File: src/rtl/lexer_pkg.sv
// Shared lexer definitions: token kinds, character classes and FSM states.
// Token kinds match the columns of the parser's action table.
package lexer_pkg;
    localparam int TOK_W = 16;
    typedef logic [TOK_W-1:0] token_t;

    // All kinds stay below 16 so they index the 16-column action table
    localparam logic [7:0] K_EOF    = 8'h00;
    localparam logic [7:0] K_NUM    = 8'h01;
    localparam logic [7:0] K_PLUS   = 8'h02;
    localparam logic [7:0] K_MINUS  = 8'h03;
    localparam logic [7:0] K_STAR   = 8'h04;
    localparam logic [7:0] K_SLASH  = 8'h05;
    localparam logic [7:0] K_LPAREN = 8'h06;
    localparam logic [7:0] K_RPAREN = 8'h07;
    localparam logic [7:0] K_ERR    = 8'h0F;

    localparam logic [7:0] CH_EOF = 8'h00;
    localparam logic [7:0] CH_0   = 8'h30;
    localparam logic [7:0] CH_9   = 8'h39;
    localparam logic [7:0] CH_SP  = 8'h20;
    localparam logic [7:0] CH_TAB = 8'h09;
    localparam logic [7:0] CH_LF  = 8'h0A;
    localparam logic [7:0] CH_CR  = 8'h0D;

    typedef enum logic [1:0] {S_IDLE, S_NUM, S_DONE, S_ERR} state_t;

    // Returns K_EOF for anything that is not an operator or parenthesis
    function automatic logic [7:0] op_kind(input logic [7:0] c);
        case (c)
            8'h2B:   return K_PLUS;
            8'h2D:   return K_MINUS;
            8'h2A:   return K_STAR;
            8'h2F:   return K_SLASH;
            8'h28:   return K_LPAREN;
            8'h29:   return K_RPAREN;
            default: return K_EOF;
        endcase
    endfunction

    function automatic logic is_space(input logic [7:0] c);
        return (c == CH_SP) || (c == CH_TAB) || (c == CH_LF) || (c == CH_CR);
    endfunction
endpackage

File: src/rtl/lexer_if.sv
// Character input and token output handshakes of the lexer.
interface lexer_if;
    import lexer_pkg::*;

    logic       I_VALID;
    logic [7:0] I_CHAR;
    logic       O_READY;
    logic       I_RECEIVE;
    logic       O_VALID;
    token_t     O_TOKEN;
    logic [1:0] STAT;

    modport master (input I_VALID, I_CHAR, I_RECEIVE,
                    output O_READY, O_VALID, O_TOKEN, STAT);
    modport slave  (output I_VALID, I_CHAR, I_RECEIVE,
                    input O_READY, O_VALID, O_TOKEN, STAT);
endinterface

File: src/rtl/lexer_token_fifo_16.sv
// Token FIFO with two write ports (one character can produce two tokens)
// and a single read port; head reads as zero when empty.
module token_fifo_16 import lexer_pkg::*; #(
    parameter  int DEPTH = 4,
    localparam int AW    = $clog2(DEPTH),
    localparam int CW    = AW + 1
) (
    input  logic          CLK,
    input  logic          RST,
    input  logic          push0,
    input  logic          push1,
    input  token_t        data0,
    input  token_t        data1,
    input  logic          pop,
    output logic [CW-1:0] count,
    output logic          empty,
    output token_t        head
);
    token_t        mem [DEPTH];
    logic [AW-1:0] wr_ptr, rd_ptr, wr_ptr1;

    assign wr_ptr1 = wr_ptr + AW'(1);
    assign empty   = (count == '0);
    assign head    = empty ? '0 : mem[rd_ptr];

    // push1 is only ever raised together with push0, so it lands one slot later
    always_ff @(posedge CLK) begin
        if (push0) mem[wr_ptr]  <= data0;
        if (push1) mem[wr_ptr1] <= data1;
    end

    always_ff @(posedge CLK) begin
        if (RST) begin
            wr_ptr <= '0;
            rd_ptr <= '0;
            count  <= '0;
        end else begin
            wr_ptr <= wr_ptr + AW'(push0) + AW'(push1);
            rd_ptr <= rd_ptr + AW'(pop);
            count  <= count + CW'(push0) + CW'(push1) - CW'(pop);
        end
    end
endmodule

File: src/rtl/lexer.sv
// Byte-stream tokenizer feeding the LR parser: digits fold into NUM tokens,
// operators/parens map to kinds, whitespace is skipped.
module lexer import lexer_pkg::*; #(
    parameter int FIFO_DEPTH = 4
) (
    input  logic CLK,
    input  logic RST,
    lexer_if.master bus
);
    localparam int CW = $clog2(FIFO_DEPTH) + 1;

    state_t        state;
    logic [7:0]    acc;
    logic          ready, done, error;
    logic [CW-1:0] count;
    logic          empty;
    token_t        head;

    logic       accept, pop, is_digit, is_ws, is_eof, is_op, char_tok, stops;
    logic       push0, push1;
    token_t     data0, data1, tok_char;
    logic [7:0] kind_op;
    int         count_nxt;

    always_comb begin
        kind_op  = op_kind(bus.I_CHAR);
        is_digit = (bus.I_CHAR >= CH_0) && (bus.I_CHAR <= CH_9);
        is_ws    = is_space(bus.I_CHAR);
        is_eof   = (bus.I_CHAR == CH_EOF);
        is_op    = (kind_op != K_EOF);
        accept   = bus.I_VALID && ready;
        pop      = bus.I_RECEIVE && !empty;
        char_tok = !is_digit && !is_ws;
        stops    = accept && char_tok && !is_op;

        if (is_eof)     tok_char = {K_EOF, 8'h00};
        else if (is_op) tok_char = {kind_op, 8'h00};
        else            tok_char = {K_ERR, bus.I_CHAR};

        push0 = 1'b0;
        push1 = 1'b0;
        data0 = tok_char;
        data1 = tok_char;
        if (accept && state == S_NUM) begin
            // Any non-digit closes the number; its own token follows in slot 1
            push0 = !is_digit;
            data0 = {K_NUM, acc};
            push1 = char_tok;
        end else if (accept && state == S_IDLE) begin
            push0 = char_tok;
        end

        count_nxt = int'(count) + int'(push0) + int'(push1) - int'(pop);
    end

    always_ff @(posedge CLK) begin
        if (RST) begin
            state <= S_IDLE;
            acc   <= '0;
            ready <= 1'b0;
            done  <= 1'b0;
            error <= 1'b0;
        end else begin
            if (accept) begin
                if (is_digit) begin
                    acc   <= (state == S_NUM ? acc * 8'd10 : 8'd0) + {4'h0, bus.I_CHAR[3:0]};
                    state <= S_NUM;
                end else if (is_eof) begin
                    state <= S_DONE;
                    done  <= 1'b1;
                end else if (is_op || is_ws) begin
                    state <= S_IDLE;
                end else begin
                    state <= S_ERR;
                    error <= 1'b1;
                end
            end
            // Keep two free slots: the next character may push two tokens
            ready <= (state == S_IDLE || state == S_NUM) && !stops
                     && (count_nxt <= FIFO_DEPTH - 2);
        end
    end

    token_fifo_16 #(.DEPTH(FIFO_DEPTH)) u_fifo (
        .CLK   (CLK),
        .RST   (RST),
        .push0 (push0),
        .push1 (push1),
        .data0 (data0),
        .data1 (data1),
        .pop   (pop),
        .count (count),
        .empty (empty),
        .head  (head)
    );

    assign bus.O_READY = ready;
    assign bus.O_VALID = !empty;
    assign bus.O_TOKEN = head;
    assign bus.STAT    = {done, error};
endmodule

File: src/flat_wrapper.sv
// flat-port wrapper written by rule: the top's interface ports become plain ports
module lexer_flat import lexer_pkg::*;
#(
    parameter int FIFO_DEPTH = 4
)
  (CLK, RST, bus_I_VALID, bus_I_CHAR, bus_I_RECEIVE, bus_O_READY, bus_O_VALID, bus_O_TOKEN, bus_STAT);
  lexer_if bus_i ();
  input  logic CLK;
  input  logic RST;
  input wire logic [$bits(bus_i.I_VALID)-1:0] bus_I_VALID;
  input wire logic [$bits(bus_i.I_CHAR)-1:0] bus_I_CHAR;
  input wire logic [$bits(bus_i.I_RECEIVE)-1:0] bus_I_RECEIVE;
  output wire logic [$bits(bus_i.O_READY)-1:0] bus_O_READY;
  output wire logic [$bits(bus_i.O_VALID)-1:0] bus_O_VALID;
  output wire logic [$bits(bus_i.O_TOKEN)-1:0] bus_O_TOKEN;
  output wire logic [$bits(bus_i.STAT)-1:0] bus_STAT;
  assign bus_i.I_VALID = bus_I_VALID;
  assign bus_i.I_CHAR = bus_I_CHAR;
  assign bus_i.I_RECEIVE = bus_I_RECEIVE;
  assign bus_O_READY = bus_i.O_READY;
  assign bus_O_VALID = bus_i.O_VALID;
  assign bus_O_TOKEN = bus_i.O_TOKEN;
  assign bus_STAT = bus_i.STAT;
  lexer #(.FIFO_DEPTH(FIFO_DEPTH)) u_core (.CLK(CLK), .RST(RST), .bus(bus_i));
endmodule
File: config.mk
export PLATFORM = sky130hd
export DESIGN_NAME = lexer_flat
export DESIGN_NICKNAME = d
export VERILOG_FILES = /design/src/rtl/lexer_pkg.sv /design/src/rtl/lexer_if.sv /design/src/rtl/lexer_token_fifo_16.sv /design/src/rtl/lexer.sv /design/src/flat_wrapper.sv
export SDC_FILE = /design/constraint.sdc
export NUM_CORES = 1
export LEC_CHECK = 0
export CAP_MARGIN = 10
export CORE_ASPECT_RATIO = 0.6
export CORE_MARGIN = 2
export CORE_UTILIZATION = 59
export DETAILED_ROUTE_END_ITERATION = 8
export PLACE_DENSITY = 0.8
export SETUP_SLACK_MARGIN = 0.4
export SYNTH_ARGS = -nofsm -noshare
export SYNTH_HDL_FRONTEND = slang
export SYNTH_SLANG_ARGS = --single-unit
File: constraint.sdc
create_clock -name CLK -period 5 [get_ports CLK]
set_input_delay 1 -clock CLK [delete_from_list [all_inputs] [get_ports CLK]]
set_output_delay 1 -clock CLK [all_outputs]
set_load 0.02 [all_outputs]
==> results.ini <==
[sta]
fin_worst_skew_ns=0.007116
fin_tns_setup_ns=0
relSlewSlack=0.3843
max_freq_ghz=0.2331
hold_viol=0
rsz0062_at_grt=false
setup_ws_ns=0.7107
fin_crit_ns=4.289
slew_viol_final=0
tightest_slew_ns=0.9223
fin_crit_sh=0.8579
finalSetupViolations=0

[final_layout]
num-nets-final=438
drive_above_1_share=0.1663
fillers=499
area_delta_synth_final_pct=15.08
utilization=0.7115
fin_cells=490
antennaDiodeCount=0

[yosys]
synthCells=373
ys_ff_latch=68
synth_enable_flop_cells=48
async_flop_share=0
synth_top_area_share=0.3433
yosysWarnings=0
syn_area_um2=4199
synth.distinct_cells=55
avgSynthCellArea_um2=11.26
synth_ff_type=edfxtp_1
synthTopCellsByArea=edfxtp_1 34%, dfxtp_1 9.5%, ha_1 6.6%
ys_seq_area_frac=0.4386
yosysTopAreaCell=edfxtp_1

[clock_tree]
cts_root_buffer=clkbuf_16
cts_hold_buf=0
cts_tree=done
postCtsResizedCells=0
clkTransAtPathRegs_ns=0.06
clk_latency_ns=0.33
numCtsBuffers=9
postCtsSetupRepairBufs=0
numClockSinks=68
cts.htree.levels=3
max-clock-path-buffers=2

[floorplanning]
initial_core_util=0.6183
die_w_um=112.9
fp.coreArea_um2=6792
io_pins=32
die_area_um2=7830
fp.dieH_um=69.35
row_count=23

[grt]
track_usage=0.2653
grt_max_degree=22
grt_overflow=0
grt_pass1_wl_mm=15.95
antenna_found_initial=0
grt_pass1_vias=3117

[power]
power.switching_mw=0.6270
seqPwrFrac=0.362
p_sw_frac=0.3176
p_clk_frac=0.296
intPower_mw=1.347
power_frac_comb=0.342
total_power_mw=1.974
irDropWorstVdd_mv=0.2429
cellPowerDensity_nw_per_um2=408.6
power.leakage_nw=1.817

[placed_design]
dp_cells=474
dp_slack_ns=0.1701
place.gp.congestion=0.9263
hpwlAfterDp_mm=6.988
portBuffers=27

[outcome]
violations=design-rule violations
status=finished, violations left

[worst_setup_path]
r2r-start=u_core.bus.O_READY$_SDFF_PP0_
crit_type=primary input to flip-flop
crit_chain=clkdlybuf4s50_1 -> buf_4 -> o21ai_1 -> a31o_2 -> nor2_2 -> o21ai_2 -> inv_1 -> ha_1 -> ha_1 -> xor2_2 -> inv_1 -> ha_1 -> a21o_1 -> a21oi_1 -> ha_1 -> nand4b_1 -> a21oi_1 -> a22oi_1 -> nor4b_2
crit_path_start_kind=primary input
crit_start=bus_I_CHAR[1]
cp.depth=19
crit_fanout=11
critPathArrivalTime_ns=4.48
slowest_stage=clkdlybuf4s50_1
crit_top_cell=ha_1
r2r_setup_slack_ns=1.67
cp.required_ns=5.19
critical-path-top-delay-family=compound AO/OA/AOI/OAI gates
reg2regPathDepth=17
cp-endpoint=u_core.bus.O_READY$_SDFF_PP0_
crit_buf_inv=4
end_kind=flip-flop
r2r-end=u_core.bus.O_READY$_SDFF_PP0_
max_stage_delay_ns=0.49

[detailed_routing]
drt_iter0_drc=320
wl_per_cell_um=19.59
num_vias=3011
dr.pass1.iters=7
antenna_left=0
vias_per_cell=6.145
wl_mm=9.599
post-route-drc-count=2

[job]
maxCapViolCount=0

[min_path]
min_path_type=flip-flop to flip-flop

## worst min path at each step
stage | from | to | slack, ns | depth (start not counted)
3_3_place_gp | u_core.error$_SDFFE_PP0P_ | u_core.error$_SDFFE_PP0P_ | 0.49 | 2
6_report | u_core.error$_SDFFE_PP0P_ | u_core.error$_SDFFE_PP0P_ | 0.50 | 2
4_1_cts | u_core.error$_SDFFE_PP0P_ | u_core.error$_SDFFE_PP0P_ | 0.50 | 2
2_1_floorplan | u_core.done$_SDFFE_PP0P_ | u_core.done$_SDFFE_PP0P_ | 0.44 | 2
3_5_place_dp | u_core.error$_SDFFE_PP0P_ | u_core.error$_SDFFE_PP0P_ | 0.50 | 2
5_1_grt | u_core.error$_SDFFE_PP0P_ | u_core.error$_SDFFE_PP0P_ | 0.54 | 2
## layout by cell type, fill, tap and decap left out, drive strengths merged, types with 5 or more instances in the layout
cell / count
xnor2: 6
buf: 11
and3: 6
nor2b: 23
dfxtp: 20
ha: 22
a21oi: 17
nand2: 24
a31oi: 5
mux2: 20
nand3: 6
edfxtp: 48
fa: 6
mux4: 12
clkdlybuf4s50: 24
o22ai: 10
and2: 7
nor2: 33
xor2: 7
clkbuf: 14
inv: 16
o21ai: 9
nor3: 8
## routing by layer
metal,share of wire,GRT usage
met1,0.44,0.3728
met2,0.46,0.4103
met3,0.096,0.07430
met4,0.011,0.07046
met5,0,0
## power by group through the flow
stage | Combinational, mW | Sequential [mW] | Clock (mW)
6_report | 0.676 | 0.714 | 0.584
5_1_grt | 0.744 | 0.723 | 0.610
2_1_floorplan | 0.478 | 0.681 | 0
3_3_place_gp | 0.642 | 0.721 | 0
3_5_place_dp | 0.664 | 0.723 | 0
4_1_cts | 0.666 | 0.713 | 0.584
## flip-flops by register name, summed over array words and instances, names as in the netlist
name,flops
u_core.u_fifo.count,3
u_core.u_fifo.rd_ptr,2
u_core.bus.O_READY,1
u_core.u_fifo.wr_ptr,2
u_core.done,1
u_core.acc,8
u_core.state,2
u_core.error,1
u_core.u_fifo.mem,48
## worst reg2reg max path, delay by kind of cell (launching register included)
family                     cells  cell delay, ns
and+or+nand+nor                4            0.45
AOI/OAI and AO/OA              6            0.94
xor gates and xnor gates       1            0.19
buffers and inverters          2            0.23
DFF                            1            0.38
adders and majority gates      4            0.98
## synth_stat cells (all sizes together), types with 2 or more instances
library cell  number
nor2              33
mux4              12
nand2             24
o22ai             10
inv               16
mux2              20
buf               19
o211ai             4
and3               6
nand4              4
fa                 6
or3                3
o21ai              9
ha                22
xor2               7
a21oi             17
a31oi              5
nand3              6
a21o               4
nor2b             23
clkbuf             8
xnor2              6
and2               7
nand2b             4
o21a               2
mux2i              3
dfxtp             20
nor3               8
a22oi              2
edfxtp            48
nand4b             2
## cells by family after synthesis
| group | synth area share |
|---|---|
| compound gates | 0.09952 |
| flops | 0.4386 |
| buf+inv | 0.05036 |
| fa+ha+maj | 0.09684 |
| mux | 0.1305 |
| xor+xnor | 0.03248 |
| other cells | 0.0008931 |
| simple gates | 0.1508 |
## stage by stage
step,area (um2),hold slack (ns)
after floorplan,4210,0.4380
after global placement,4526,0.4892
after detailed placement,4526,0.4952
after CTS,4801,0.5015
after global routing,4832,0.5418
final,4832,0.4972
## area by class of cell
cell class              instances  area (um2)  share of cell area
clock inverters                 2       11.26            0.002330
clock buffers                  14       264.0             0.05463
inverters                      16       60.06             0.01243
flip-flops and latches         68        1842              0.3812
repair buffers                 38       364.1             0.07535
multi-input cells             265        2182              0.4516
well taps                      87       108.9             0.02253
Power figures use the tool's default switching activity.
